$ cat src/rtl/user_ip_apb_bridge_if.sv
// APB4 signal bundle between the bridge (master) and the user IP wrapper (slave).
interface apb4_if;
   logic [31:0] paddr;
   logic [2:0]  pprot;
   logic        psel;
   logic        penable;
   logic        pwrite;
   logic [31:0] pwdata;
   logic [3:0]  pstrb;
   logic        pready;
   logic [31:0] prdata;

   modport master (
      output paddr, pprot, psel, penable, pwrite, pwdata, pstrb,
      input  pready, prdata
   );

   modport slave (
      input  paddr, pprot, psel, penable, pwrite, pwdata, pstrb,
      output pready, prdata
   );
endinterface

$ cat src/rtl/user_ip_apb_bridge.sv
// Core memory-bus to APB4 bridge with a local user IP select register.
// Define USER_IP_BRIDGE_TIMEOUT_EN to abort ACCESS after TIMEOUT_CYCLES without pready.
module user_ip_apb_bridge #(
   parameter int          TIMEOUT_CYCLES   = 255,
   parameter logic [11:0] SEL_REG_OFFS     = 12'hFFC,
   parameter int          USER_IPSEL_WIDTH = 4
) (
   input  logic                        clk_i,
   input  logic                        rst_i,
   input  logic                        mem_valid_i,
   input  logic [31:0]                 mem_addr_i,
   input  logic [31:0]                 mem_wdata_i,
   input  logic [3:0]                  mem_wstrb_i,
   output logic                        mem_ready_o,
   output logic [31:0]                 mem_rdata_o,
   output logic [USER_IPSEL_WIDTH-1:0] sel_o,
   output logic                        timeout_o,
   apb4_if.master                      apb
);

   if (TIMEOUT_CYCLES < 1 || USER_IPSEL_WIDTH < 1 || USER_IPSEL_WIDTH > 32) begin : g_bad_param
      $error("user_ip_apb_bridge: TIMEOUT_CYCLES must be >= 1 and USER_IPSEL_WIDTH in 1..32");
   end

   typedef enum logic [1:0] {IDLE, SETUP, ACCESS, RESP} state_e;

   state_e                      state_q, state_d;
   logic                        psel_q, psel_d;
   logic                        penable_q, penable_d;
   logic                        pwrite_q, pwrite_d;
   logic [31:0]                 paddr_q, paddr_d;
   logic [31:0]                 pwdata_q, pwdata_d;
   logic [3:0]                  pstrb_q, pstrb_d;
   logic                        ready_q, ready_d;
   logic [31:0]                 rdata_q, rdata_d;
   logic [USER_IPSEL_WIDTH-1:0] sel_q, sel_d;
   logic                        local_hit;
   logic                        is_write;

`ifdef USER_IP_BRIDGE_TIMEOUT_EN
   localparam int CNT_W = $clog2(TIMEOUT_CYCLES + 1);
   logic [CNT_W-1:0] cnt_q, cnt_d;
   logic             timeout_q, timeout_d;
   logic             tc_hit;
   // Counter holds the index of the current ACCESS cycle, so the last allowed one is TIMEOUT_CYCLES-1.
   assign tc_hit    = (cnt_q == CNT_W'(TIMEOUT_CYCLES - 1));
   assign timeout_o = timeout_q;
`else
   assign timeout_o = 1'b0;
`endif

   assign local_hit = (mem_addr_i[11:0] == SEL_REG_OFFS);
   assign is_write  = |mem_wstrb_i;

   always_comb begin
      state_d   = state_q;
      psel_d    = psel_q;
      penable_d = penable_q;
      pwrite_d  = pwrite_q;
      paddr_d   = paddr_q;
      pwdata_d  = pwdata_q;
      pstrb_d   = pstrb_q;
      ready_d   = 1'b0;
      rdata_d   = rdata_q;
      sel_d     = sel_q;
`ifdef USER_IP_BRIDGE_TIMEOUT_EN
      cnt_d     = cnt_q;
      timeout_d = 1'b0;
`endif
      case (state_q)
         IDLE: begin
            if (mem_valid_i) begin
               if (local_hit) begin
                  state_d = RESP;
                  ready_d = 1'b1;
                  rdata_d = 32'(sel_q);
                  if (is_write && mem_wstrb_i[0]) begin
                     sel_d = mem_wdata_i[USER_IPSEL_WIDTH-1:0];
                  end
               end else begin
                  state_d   = SETUP;
                  psel_d    = 1'b1;
                  penable_d = 1'b0;
                  paddr_d   = mem_addr_i;
                  pwdata_d  = mem_wdata_i;
                  pwrite_d  = is_write;
                  pstrb_d   = is_write ? mem_wstrb_i : 4'b0000;
               end
            end
         end
         SETUP: begin
            state_d   = ACCESS;
            penable_d = 1'b1;
`ifdef USER_IP_BRIDGE_TIMEOUT_EN
            cnt_d     = '0;
`endif
         end
         ACCESS: begin
            // pready wins over the terminal count, so a last-cycle response still completes.
            if (apb.pready) begin
               state_d   = RESP;
               psel_d    = 1'b0;
               penable_d = 1'b0;
               ready_d   = 1'b1;
               rdata_d   = apb.prdata;
`ifdef USER_IP_BRIDGE_TIMEOUT_EN
            end else if (tc_hit) begin
               state_d   = RESP;
               psel_d    = 1'b0;
               penable_d = 1'b0;
               ready_d   = 1'b1;
               rdata_d   = 32'h0;
               timeout_d = 1'b1;
            end else begin
               cnt_d = cnt_q + CNT_W'(1);
`endif
            end
         end
         RESP: begin
            state_d = IDLE;
         end
         default: begin
            state_d = IDLE;
         end
      endcase
   end

   always_ff @(posedge clk_i) begin
      if (rst_i) begin
         state_q   <= IDLE;
         psel_q    <= 1'b0;
         penable_q <= 1'b0;
         pwrite_q  <= 1'b0;
         paddr_q   <= 32'h0;
         pwdata_q  <= 32'h0;
         pstrb_q   <= 4'h0;
         ready_q   <= 1'b0;
         rdata_q   <= 32'h0;
         sel_q     <= '0;
`ifdef USER_IP_BRIDGE_TIMEOUT_EN
         cnt_q     <= '0;
         timeout_q <= 1'b0;
`endif
      end else begin
         state_q   <= state_d;
         psel_q    <= psel_d;
         penable_q <= penable_d;
         pwrite_q  <= pwrite_d;
         paddr_q   <= paddr_d;
         pwdata_q  <= pwdata_d;
         pstrb_q   <= pstrb_d;
         ready_q   <= ready_d;
         rdata_q   <= rdata_d;
         sel_q     <= sel_d;
`ifdef USER_IP_BRIDGE_TIMEOUT_EN
         cnt_q     <= cnt_d;
         timeout_q <= timeout_d;
`endif
      end
   end

   assign apb.psel    = psel_q;
   assign apb.penable = penable_q;
   assign apb.pwrite  = pwrite_q;
   assign apb.paddr   = paddr_q;
   assign apb.pwdata  = pwdata_q;
   assign apb.pstrb   = pstrb_q;
   assign apb.pprot   = 3'b000;
   assign mem_ready_o = ready_q;
   assign mem_rdata_o = rdata_q;
   assign sel_o       = sel_q;

endmodule

$ cat src/flat_wrapper.sv
// flat-port wrapper written by rule: the top's interface ports become plain ports
module user_ip_apb_bridge_flat 
#(
   parameter int          TIMEOUT_CYCLES   = 255,
   parameter logic [11:0] SEL_REG_OFFS     = 12'hFFC,
   parameter int          USER_IPSEL_WIDTH = 4
)
  (clk_i, rst_i, mem_valid_i, mem_addr_i, mem_wdata_i, mem_wstrb_i, mem_ready_o, mem_rdata_o, sel_o, timeout_o, apb_paddr, apb_pprot, apb_psel, apb_penable, apb_pwrite, apb_pwdata, apb_pstrb, apb_pready, apb_prdata);
  apb4_if apb_i ();
  input  logic clk_i;
  input  logic rst_i;
  input  logic mem_valid_i;
  input  logic [31:0] mem_addr_i;
  input  logic [31:0] mem_wdata_i;
  input  logic [3:0] mem_wstrb_i;
  output logic mem_ready_o;
  output logic [31:0] mem_rdata_o;
  output logic [USER_IPSEL_WIDTH-1:0] sel_o;
  output logic timeout_o;
  output wire logic [$bits(apb_i.paddr)-1:0] apb_paddr;
  output wire logic [$bits(apb_i.pprot)-1:0] apb_pprot;
  output wire logic [$bits(apb_i.psel)-1:0] apb_psel;
  output wire logic [$bits(apb_i.penable)-1:0] apb_penable;
  output wire logic [$bits(apb_i.pwrite)-1:0] apb_pwrite;
  output wire logic [$bits(apb_i.pwdata)-1:0] apb_pwdata;
  output wire logic [$bits(apb_i.pstrb)-1:0] apb_pstrb;
  input wire logic [$bits(apb_i.pready)-1:0] apb_pready;
  input wire logic [$bits(apb_i.prdata)-1:0] apb_prdata;
  assign apb_paddr = apb_i.paddr;
  assign apb_pprot = apb_i.pprot;
  assign apb_psel = apb_i.psel;
  assign apb_penable = apb_i.penable;
  assign apb_pwrite = apb_i.pwrite;
  assign apb_pwdata = apb_i.pwdata;
  assign apb_pstrb = apb_i.pstrb;
  assign apb_i.pready = apb_pready;
  assign apb_i.prdata = apb_prdata;
  user_ip_apb_bridge #(.TIMEOUT_CYCLES(TIMEOUT_CYCLES), .SEL_REG_OFFS(SEL_REG_OFFS), .USER_IPSEL_WIDTH(USER_IPSEL_WIDTH)) u_core (.clk_i(clk_i), .rst_i(rst_i), .mem_valid_i(mem_valid_i), .mem_addr_i(mem_addr_i), .mem_wdata_i(mem_wdata_i), .mem_wstrb_i(mem_wstrb_i), .mem_ready_o(mem_ready_o), .mem_rdata_o(mem_rdata_o), .sel_o(sel_o), .timeout_o(timeout_o), .apb(apb_i));
endmodule
$ cat config.mk
export PLATFORM = sky130hd
export DESIGN_NAME = user_ip_apb_bridge_flat
export DESIGN_NICKNAME = d
export VERILOG_FILES = /design/src/rtl/user_ip_apb_bridge_if.sv /design/src/rtl/user_ip_apb_bridge.sv /design/src/flat_wrapper.sv
export SDC_FILE = /design/constraint.sdc
export NUM_CORES = 1
export LEC_CHECK = 0
export ABC_AREA = 0
export BUFFER_PORTS_ARGS = -buffer_cell sky130_fd_sc_hd__buf_2
export CAP_MARGIN = 20
export CORE_MARGIN = 4
export CORE_UTILIZATION = 45
export DETAILED_ROUTE_END_ITERATION = 8
export PLACE_DENSITY = 0.91
export SLEW_MARGIN = 25
export SYNTH_ARGS = -nofsm -noshare
export SYNTH_HDL_FRONTEND = slang
export SYNTH_SLANG_ARGS = --single-unit
export TNS_END_PERCENT = 5
$ cat constraint.sdc
create_clock -name clk_i -period 2.7 [get_ports clk_i]
set_clock_uncertainty 0.1 [all_clocks]
set_input_delay 0.135 -clock clk_i [delete_from_list [all_inputs] [get_ports clk_i]]
set_output_delay 0.135 -clock clk_i [all_outputs]
set_load 0.005 [all_outputs]
# Word level (Yosys, flattened, before mapping)
# Index checks and enable logic that the tools add are counted.
[classes]
n_reduce_logical = 11
mux = 20
eq_ne = 8
n_bitwise = 1
[ops]
columns = ["op", "n"]
rows = [
  ["two-way mux 32 bit", 3],
  ["case mux 32 bit (2 select lines)", 1],
  ["AND reduction 4 bit", 4],
  ["== test 12 bit, second input constant", 1],
  ["two-way mux 1 bit", 8],
  ["case mux 2 bit (4 select lines)", 1],
  ["two-way mux 2 bit", 3],
  ["!= test 2 bit, second input constant", 3],
  ["== test 2 bit, second input constant", 2],
  ["two-way mux 4 bit", 1],
  ["case mux 1 bit (2 select lines)", 2],
  ["OR reduction 4 bit", 1],
  ["case mux 1 bit (3 select lines)", 1],
  ["AND reduction 3 bit", 1],
  ["nonzero test 3 bit", 1],
  ["== test 2 x 1 -> 1 bit, second input constant", 1],
  ["zero test 2 bit", 1],
  ["!= test 2 x 1 -> 1 bit, second input constant", 1],
  ["AND reduction 2 bit", 1],
  ["nonzero test 2 bit", 1],
  ["logical AND 1 bit", 1],
  ["NOT 1 bit", 1],
]
[totals]
reg_bits = 110
output_inout_bits = 112
input_bits = 104
wordCells = 50

# Depth between registers and ports, before layout
# Gate-level depths: netlist of run 1.
[logic_depth]
depth_word = 4
ltp_mapped = 10
ltp_nobuf = 6

# Least setup slack after synthesis of run 1
# Ideal clock, no wire load.
[synth_path]
kind = "register to register"
from = "register u_core.state_q[0]"
to = "register u_core.rdata_q[10] (netlist: u_core.mem_rdata_o[10])"
slack_ns = 0.671
required_time_ns = 2.483
period_less_slack_ns = 2.029
setup_ns = 0.117
arrival_time_ns = 1.813
stages_incl_launch_ff = 9
path_buffers = 2
cell_sequence = "dfxtp_1 > inv_1 > ha_1 > buf_2 > nor2b_1 > a211oi_1 > o22ai_4 > buf_6 > a22o_1"
[synth_via]
elab_chain_cells = 3
word_cells_on_any_way = 8
cone_classes = "4 x eq/ne; 1 x mux; 3 x reduce/logical"
[synth_rtl]
columns = ["element", "line_no", "source"]
rows = [
  ["start: declaration", "user_ip_apb_bridge.sv:27", "state_e state_q, state_d;"],
  ["start signal: assignment", "user_ip_apb_bridge.sv:145", "state_q <= state_d;"],
  ["== test 2 bit or zero test 2 bit (tied branches)", "user_ip_apb_bridge.sv:70", "case (state_q)"],
  ["!= test 2 bit (no source line), or another cell as far along", "n/a", ""],
  ["AND reduction 4 bit (no source line)", "n/a", ""],
  ["end signal: assignment", "user_ip_apb_bridge.sv:153", "rdata_q <= rdata_d;"],
  ["end: declaration", "user_ip_apb_bridge.sv:35", "logic [31:0] rdata_q, rdata_d;"],
]
# Several ways; a longest one is shown, not always the timed one.
# A chain may end at the register's enable or synchronous reset.

# Worst setup path in the final report of run 1
[layout_path]
from = "register u_core.state_q[0]"
to = "register u_core.rdata_q[12] (netlist: u_core.mem_rdata_o[12])"
# The elaborated chain is that of the path after synthesis.

==> impl_results.md, run 1 <==
* Status: finished, final reports clean
* Number of H-tree levels at 3
* R2R Path Start: u_core.state_q[0]
* Worst EP arrival at about 2.6 ns
* Synth cell count leaders: nand2_1, dfxtp_1, a21oi_1, a22o_1
* Crit end category: flip-flop
* Bufs and invs on worst path at 3
* Number of DRC markers in iteration 0 at 237
* Register area at 0.00220 sq mm
* Power Dens Cells at 737 mW/mm^2
* ANT cells at 0
* Cell Chain, Critical Path: inv_1 > ha_1 > inv_1 > nor2_1 > a32o_1 > buf_4 > a22o_1
* Ys Warns at 0
* Util after Layout at 72.0%
* First-pass detailed-route iteration total at 5
* Synth top area cells: dfxtp_1, nand2_1, a21oi_1
* First-pass GRT wire length at 22900 um
* P&R area growth vs syn at 54.0%
* Hold Vio Cnt, Final at 0
* CP required at ~2.9 ns
* Hold Startpoint: apb_prdata[0]
* Crit. Startpoint: u_core.state_q[0]
* Mapped Area at 0.00412 sq mm
* CTS Buf Count at 9
* Worst rel slew slack at between 40% and 50%
* Layout cells sized above 1 at between 30% and 40%
* Number of synthesized flops with an enable pin at 0
* Max-cap viol count at 0
* Grt total ovfl at 0
* Layout fillers at 648
* Clk buf depth at 2
* CP Max Fanout at 28
* Cells after Synth at between 400 and 500
* Reg2Reg Depth at 7
* Async SR Flop Fraction at 0%
* CP peak stage delay at 0.47 ns
* Buffers on Ports at 211
* Clock-pin slew on the worst setup and hold paths at approximately 0.11 ns
* DR vias/cell at 5.21
* CORE AREA at approximately 0.0088 sq mm
* Total GRT Usage at 25.7%
* Total Nets Final at 863
* Max-slew violation count at 0
* Most numerous cell in the Yosys netlist: nand2_1
* Hold Crit Class: input port to flip-flop
* Initial antenna violation count at 0
* Top cell by count, worst path: inv_1
* Initial Util at 46.8%
* Main flop type after synthesis: dfxtp_1
* Final period utilization at 87.2%
* #FFs+latches synth at 110
* # IOs at 216
* Worst Tran Pin Value at 0.765 ns
* Worst setup path category: flip-flop to flip-flop
* Min Clock Period, post-route at 2.35 ns
* Final ANT Viol Nets at 0
* Pleak at about 3 nW
* Peak VDD IR at 0.417 mV
* Root buffer cell: clkbuf_8
* Family with the most delay on the worst path: buffers and inverters
* Drt drc at 0
* Crit path max-delay cell type: ha_1
* WHS Path Cells at 4
* Largest net degree at the start of global routing at 75
* Startpoint types: flip-flop
* Setup TNS at 0 ns
* Chip height at 104 um
* Drt total wl at 14000 um
* Die area at about 0.011 sq mm
* Crit. path cell count at 7
* Multi-input logic area at about 0.0017 sq mm
* Gpl congestion at around 0.75
* Worst skew pair latency at 0.35 ns
* Number of distinct library cells after synthesis at 36
* Cell taking the most area after synthesis: dfxtp_1
* Unrepaired setup endpoints after global routing: false
* Final setup vio count at 0
* Clk sinks at 110
* HPWL after DPL at 8670 um
* Vias in the first global route at 4756
* Routed wire per std cell at ~16 um
* Avg Synthesized Cell Area at around 9 sq um
* Post-synthesis sequential area ratio at 53.5%
* Share of the synthesized area in the top cell type at 53.5%
* Die width at 104 um
* Max frequency at around 420 MHz
* Via count at 4518
* Number of cell rows at 34
* CTS tree: done
==> kinds of logic (layout without fill, tap and decap cells) <==
logic type | after synthesis | in the layout | share of synthesized area (%)
muxes | 1 | 1 | 0.243
AOI/OAI and AO/OA | 135 | 135 | 22.0
DFF | 110 | 110 | 53.5
buffers and inverters | 49 | 341 | 6.14
and+or+nand+nor | 163 | 163 | 16.6
adders and majority gates | 5 | 5 | 1.52
other | 1 | 4 | 0.0911
==> area by class of cell <==
cell class | count | area share [%]
clock buffers | 9 | 1.95
repair buffers | 314 | 32.7
clock inverters | 7 | 1.42
well taps | 108 | 2.13
multi-input cells | 308 | 26.4
inverters | 11 | 0.651
flip-flops and latches | 110 | 34.7
==> state kept, by name (all words and copies together), names as in the netlist <==
register,cells
u_core.apb.paddr,32
u_core.apb.pwdata,32
u_core.mem_rdata_o,32
u_core.apb.pstrb,4
u_core.sel_o,4
u_core.state_q,2
u_core.apb.penable,1
u_core.apb.psel,1
u_core.apb.pwrite,1
u_core.mem_ready_o,1
==> final timing paths <==
| check | endpoint | slack (ns) |
|---|---|---|
| max | u_core.mem_rdata_o[12] | 0.35 |
| min | u_core.mem_rdata_o[0] | 0.06 |
| max reg2reg | u_core.mem_rdata_o[12] | 0.35 |
| min reg2reg | u_core.apb.paddr[0] | 0.36 |
==> layer usage <==
| layer | vias to the layer above | GRT usage (%) | part of all wire (%) |
|---|---|---|---|
| li1 | 2157 | - | - |
| met1 | 2122 | 28.5 | 38 |
| met2 | 204 | 47.4 | 52 |
| met3 | 35 | 5.53 | 6.5 |
| met4 | 0 | 11.1 | 3.2 |
| met5 | - | 0 | 0 |
==> cell usage in the layout (no fill, tap or decap), drive strengths merged, types with 7 or more instances in the layout <==
cell         instances
a21oi               74
a22o                28
a31oi                9
buf                217
clkbuf               9
dfxtp              110
dlygate4sd3         97
inv                 14
nand2              140
nor2                 7
==> report_power, final <==
group | leakage (nW) | internal, mW | switching, mW
combinational | 1.99 | 0.666 | 0.900
sequential | 0.897 | 1.91 | 0.155
clock | 0.109 | 0.454 | 0.589
==> per-stage QoR <==
step	instances	area [sq um]	hold WS [ns]	setup WS (ns)	power, mW
2_1_floorplan	467	4130	0.168	0.671	3.02
3_3_place_gp	754	5150	0.253	0.570	3.42
3_5_place_dp	754	5150	0.255	0.373	3.51
4_1_cts	867	6340	0.0326	0.365	4.67
5_1_grt	867	6340	0.0450	0.199	4.96
6_report	867	6340	0.0572	0.346	4.67
==> worst min-delay path, stage by stage <==
cell and delay, ns:
buf_2 0.09, inv_1 0.07, a31oi_1 0.07, o221a_2 0.12
==> timing repair <==
item	in CTS	in global routing
hold buffers	97	0
buffers inserted	0	0
gates resized for setup	0	0
endpoints found under the hold margin	102	0
Note: power is estimated with default switching activity, not from simulation.
==> run 2, diff against run 1 <==
CORE_UTILIZATION = 48   (was 45)
PLACE_DENSITY = 0.95   (was 0.91)
clock period = 3 ns   (was 2.7 ns; I/O delays follow)
==> run 2 against run 1 <==
Core utilization is 4.5 points higher. Sequential share of layout area hardly changed. Maximum frequency is 4.3% lower. Sequential power is 10% lower. Largest cell class unchanged. Highest routed layer unchanged.
==> impl_results.md, run 2 (synthesis results as in run 1) <==
* Worst EP arrival at 2.65 ns (+0.09 ns)
* Root buffer cell: clkbuf_8
* Max frequency at 407 MHz (-4.3%)
* WHS Endpoint: u_core.mem_rdata_o[2]
* Post-Layout Cell Count at 867 (unchanged)
* Peak VDD IR at 0.461 mV (+11%)
* Initial antenna violation count at 0 (unchanged)
* Final ANT Viol Nets at 0 (unchanged)
* Hold Startpoint: apb_prdata[2]
* Total GRT Usage at 28.3% (+2.5 points)
* Pleak at 2.99 nW (-0.13%)
* CTS Buf Count at 9 (unchanged)
* Largest net degree at the start of global routing at 75 (unchanged)
* Post-route setup slack at 0.540 ns (+0.194 ns)
* Cell Chain, Critical Path: inv_1 > ha_1 > and2_1 > o41a_2 > buf_12 > nand2_1 > a21oi_1
* Worst setup path category: flip-flop to flip-flop
* Hold Vio Cnt, Final at 0 (unchanged)
* Number of cell rows at 33 (-2.9%)
* # IOs at 216 (unchanged)
* Routed wire per std cell at 16.8 um (+3.8%)
* Clk sinks at 110 (unchanged)
* Post-route cell area at 0.00635 sq mm (about the same)
* Via count at 4641 (+2.7%)
* Die width at 101 um (-2.9%)
* R2R Path Start: u_core.state_q[0]
* Crit path max-delay cell type: o41a_2
* CORE AREA at 0.00830 sq mm (-5.8%)
* R2R Path End: u_core.apb.paddr[27]
* Worst skew pair latency at 0.36 ns (about the same)
* Min Clock Period, post-route at 2.46 ns (+0.106 ns)
* Status: finished, final reports clean
* Hold_buf cts at 95 (-2.1%)
* WHS Path Cells at 4 (unchanged)
* CP Max Fanout at 42 (+50%)
* HPWL after DPL at 8550 um (-1.4%)
* Setup TNS at 0 ns (unchanged)
* Hold Crit Class: input port to flip-flop
* Layout cells sized above 1 at 32.1% (unchanged)
* Gpl congestion at 0.829 (+10%)
* CP required at 3.19 ns (+0.29 ns)
* Buffers on Ports at 211 (unchanged)
* Number of DRC markers in iteration 0 at 336 (+42%)
* Power Dens Cells at 663 mW/mm^2 (-10%)
* Final period utilization at 82.0% (-5.2 points)
* Worst Tran Pin Value at 0.772 ns (+0.00757 ns)
* Dpl cells at 751 (-0.40%)
* DP Worst Slack at 0.638 ns (+0.265 ns)
* Post-CTS sizing at 0 (unchanged)
* Worst rel slew slack at 48.5% (-0.50 points)
* Commonest non-fill, non-tap cell in the layout: buf_2
* Layout fillers at 556 (-14%)
* Post-Place Cell Area at 0.00516 sq mm (+0.17%)
* Reg2Reg Depth at 7 (unchanged)
* Unrepaired setup endpoints after global routing: false
* Number of H-tree levels at 3 (unchanged)
* Drt total wl at 14600 um (+3.8%)
* First-pass detailed-route iteration total at 5 (unchanged)
* Post-CTS setup buffers at 0 (unchanged)
* Max-slew violation count at 0 (unchanged)
* Clk buf depth at 2 (unchanged)
* Clock-pin slew on the worst setup and hold paths at 0.11 ns (about the same)
* Final setup vio count at 0 (unchanged)
* CTS tree: done
* Max-cap viol count at 0 (unchanged)
* Drt drc at 0 (unchanged)
* Die area at 0.0101 sq mm (-5.8%)
* Initial Util at 49.6% (+2.9 points)
* DR vias/cell at 5.35 (+2.7%)
* R2R setup slack at 0.54 ns (+0.19 ns)
* Crit end category: flip-flop
* Grt total ovfl at 0 (unchanged)
* Chip height at 101 um (-2.9%)
* Most frequent cells in the layout: buf_2, nand2_1, dfxtp_1
* P&R area growth vs syn at 54.1% (about the same)
* CP peak stage delay at 0.53 ns (+0.06 ns)
* Total Nets Final at 863 (unchanged)
* Startpoint types: flip-flop
* Vias in the first global route at 4844 (+1.9%)
* First-pass GRT wire length at 22900 um (-0.15%)
run 2: metrics by stage:
stage               hold slack (ns)  util (%)  power (mW)
floorplan                     0.183         -        2.71
global placement              0.266      62.2        3.10
detailed placement            0.273      62.2        3.18
CTS                         0.00260      76.1        4.18
global route                 0.0785      76.4        4.45
finish                       0.0713      76.5        4.21
run 2: cell type report:
class	count	area (sq um)	area share, %
multi-input cells	308	1680	26.4
well taps	105	131	2.07
clock inverters	7	80.1	1.26
diodes	3	7.51	0.118
inverters	11	41.3	0.651
clock buffers	9	124	1.95
repair buffers	314	2080	32.8
flip-flops and latches	110	2200	34.7
run 2: layer usage:
metal,part of all wire [%],track usage [%]
met1,35,29.1
met4,4.7,16.3
met2,53,52.3
met5,0,0
met3,7.7,6.16
run 2: worst max path at each step:
stage,start,to,slack (ns),cells after the start
final,u_core.state_q[0],u_core.apb.paddr[27],0.54,7
after global routing,u_core.state_q[0],u_core.apb.paddr[15],0.36,7
after CTS,u_core.state_q[0],u_core.apb.pwdata[28],0.62,7
after detailed placement,u_core.state_q[0],u_core.apb.paddr[20],0.64,7
after global placement,u_core.state_q[0],u_core.apb.paddr[12],0.80,7
after floorplan,u_core.state_q[0],u_core.mem_rdata_o[10],0.97,8
run 2: report_power, final:
group	switching (mW)	internal [mW]
clock	0.508	0.398
combinational	0.832	0.614
sequential	0.140	1.71
run 2: worst max-delay path: cells and delay by family (launching register included):
family / cells / cell delay (ns)
flops: 1 / 0.35
buf+inv: 2 / 0.40
fa+ha+maj: 1 / 0.34
compound gates: 2 / 0.68
simple gates: 2 / 0.50
==> run 3, diff against run 2 <==
CORE_UTILIZATION = 40   (was 48)
PLACE_DENSITY = 0.86   (was 0.95)
clock period = 2.1 ns   (was 3 ns; I/O delays follow)
==> run 3 against run 2 <==
Register-to-register slack worse by 0.44 ns. Highest routed layer unchanged. First-iteration DRC count is 15% lower. Combinational power is 52% higher. Critical endpoint is now u_core.apb.psel.
==> impl_results.md, run 3 (synthesis results as in run 1) <==
* Max frequency at 500 MHz (+23%)
* CP Max Fanout at 6 (-86%)
* Status: finished, final reports clean
* Gpl congestion at 0.794 (-4.2%)
* Routed wire per std cell at 15.6 um (-7.3%)
* Initial Util at 41.6% (-8.1 points)
* Hold Vio Cnt, Final at 0 (unchanged)
* Post-CTS setup buffers at 0 (unchanged)
* Total Nets Final at 871 (+0.93%)
* Number of H-tree levels at 3 (unchanged)
* DP Worst Slack at -0.195 ns (-0.833 ns)
* Hold Startpoint: apb_prdata[1]
* Power Dens Cells at 953 mW/mm^2 (+44%)
* Die area at 0.0120 sq mm (+18%)
* Worst EP arrival at 2.21 ns (-0.44 ns)
* Util after Layout at 65.5% (-11 points)
* Worst rel slew slack at 61.2% (+13 points)
* Drt drc at 0 (unchanged)
* Worst Tran Pin Value at 0.583 ns (-0.190 ns)
* Vias in the first global route at 4517 (-6.8%)
* Buffers on Ports at 211 (unchanged)
* Number of DRC markers in iteration 0 at 287 (-15%)
* CTS Buf Count at 9 (unchanged)
* Crit path max-delay cell type: or4b_1
* First-pass detailed-route iteration total at 4 (-1)
* Chip height at 109 um (+8.8%)
* Total GRT Usage at 22.6% (-5.7 points)
* Number of cell rows at 36 (+9.1%)
* Root buffer cell: clkbuf_8
* Clock-pin slew on the worst setup and hold paths at 0.11 ns (about the same)
* ANT cells at 0 (-3)
* Die width at 109 um (+8.8%)
* Crit. Startpoint: u_core.state_q[0]
* First-pass GRT wire length at 21400 um (-6.5%)
* Met2 Track Usage GR at 38.4% (-14 points)
* R2R setup slack at 0.1 ns (-0.44 ns)
* Grt total ovfl at 0 (unchanged)
* GR peak layer: met2
* CORE AREA at 0.00991 sq mm (+19%)
* Post-route setup slack at 0.0990 ns (-0.441 ns)
* Startpoint types: flip-flop
* Pleak at 3.04 nW (+1.7%)
* Clk buf depth at 2 (unchanged)
* Clk sinks at 110 (unchanged)
* Hold Crit Class: input port to flip-flop
* Unrepaired setup endpoints after global routing: false
* CTS tree: done
* CP required at 2.31 ns (-0.88 ns)
* Layout fillers at 767 (+38%)
* CP peak stage delay at 0.49 ns (-0.04 ns)
* Peak VDD IR at 0.482 mV (+4.7%)
* Commonest non-fill, non-tap cell in the layout: buf_2
* R2R Path Start: u_core.state_q[0]
* HPWL after DPL at 8620 um (+0.81%)
* Largest net degree at the start of global routing at 68 (-9.3%)
* Final ANT Viol Nets at 0 (unchanged)
* Min Clock Period, post-route at 2.00 ns (-0.459 ns)
* Most frequent cells in the layout: buf_2, nand2_1, dfxtp_1
* Worst skew pair latency at 0.37 ns (about the same)
* # IOs at 216 (unchanged)
* Cell Chain, Critical Path: inv_1 > buf_4 > ha_2 > nor2b_1 > a21o_1 > or4b_1 > a31oi_1
* Crit end category: flip-flop
* Met3 Use GR at 6.81% (+0.65 points)
* Met1 usage at 25.3% (-3.8 points)
* Layout cells sized above 1 at 33.6% (+1.5 points)
* Max-slew violation count at 0 (unchanged)
* Initial antenna violation count at 0 (unchanged)
* P&R area growth vs syn at 57.5%
* Drt total wl at 14000 um (-3.8%)
* Via count at 4506 (-2.9%)
* Final setup vio count at 0 (unchanged)
* Max-cap viol count at 0 (unchanged)
* DR vias/cell at 5.01 (-6.5%)
* Final period utilization at 95.3% (+13 points)
* Worst setup path category: flip-flop to flip-flop
==> run 3: changes by cell type in the layout (fill, tap and decap cells not counted), sizes merged <==
cell	change
inv	-1
diode	-3
clkinvlp	+1
buf	+8
==> run 3: where the power goes <==
group          internal [mW]  switching (mW)  total [mW]  leakage, nW
clock network          0.569           0.767        1.34       0.0980
registers               2.45           0.187        2.64        0.898
logic                   1.01            1.20        2.21         2.05
total                   4.03            2.15        6.18         3.04
==> run 3: routing by layer <==
metal	part of all wire, %	up-vias	routed length [um]
met1	39	2057	5410
met3	8.1	57	1140
met5	0	-	0
li1	-	2174	-
met4	4.7	0	664
met2	48	218	6790
==> run 3: final timing paths <==
kind                                         endpoint  depth (start not counted)
worst max register to register        u_core.apb.psel                          7
worst min register to register   u_core.apb.paddr[17]                          2
worst min-delay path            u_core.mem_rdata_o[1]                          4
worst max-delay path                  u_core.apb.psel                          7
==> run 3: cell type report <==
class / instances / area [sq um] / area share, %
clock buffer: 9 / 124 / 1.91
clock inverter: 7 / 82.6 / 1.27
inverter: 11 / 41.3 / 0.637
multi-input combinational: 308 / 1700 / 26.2
sequential: 110 / 2200 / 34.0
tap: 133 / 166 / 2.57
timing repair buffer: 322 / 2170 / 33.4
==> run 3: worst max-delay path, delay by kind of cell (launching register included) <==
kind                     cells  cell delay [ns]
buffers and inverters        2             0.20
flip-flops                   1             0.36
AO/OA/AOI/OAI                2             0.40
adder cells (fa/ha/maj)      1             0.21
AND/OR/NAND/NOR              2             0.66
==> run 3: timing repair <==
action                                  4_1_cts  5_1_grt
pin swaps                                     0        0
hold endpoints to repair                    102        0
endpoints found under the setup margin       28       52
hold buffers                                 97        0
gates resized for setup                       1        6
==> run 3: stage by stage <==
stage	instances	cell area (sq um)	hold slack, ns	power (mW)	TNS [ns]
after floorplan	467	4130	0.138	3.88	0
after global placement	787	5280	0.221	4.58	-1.30
after detailed placement	787	5280	0.231	4.67	-5.05
after CTS	900	6460	0.0000841	6.13	0
after global routing	900	6490	0.0276	6.56	0
final	900	6490	0.0165	6.18	0
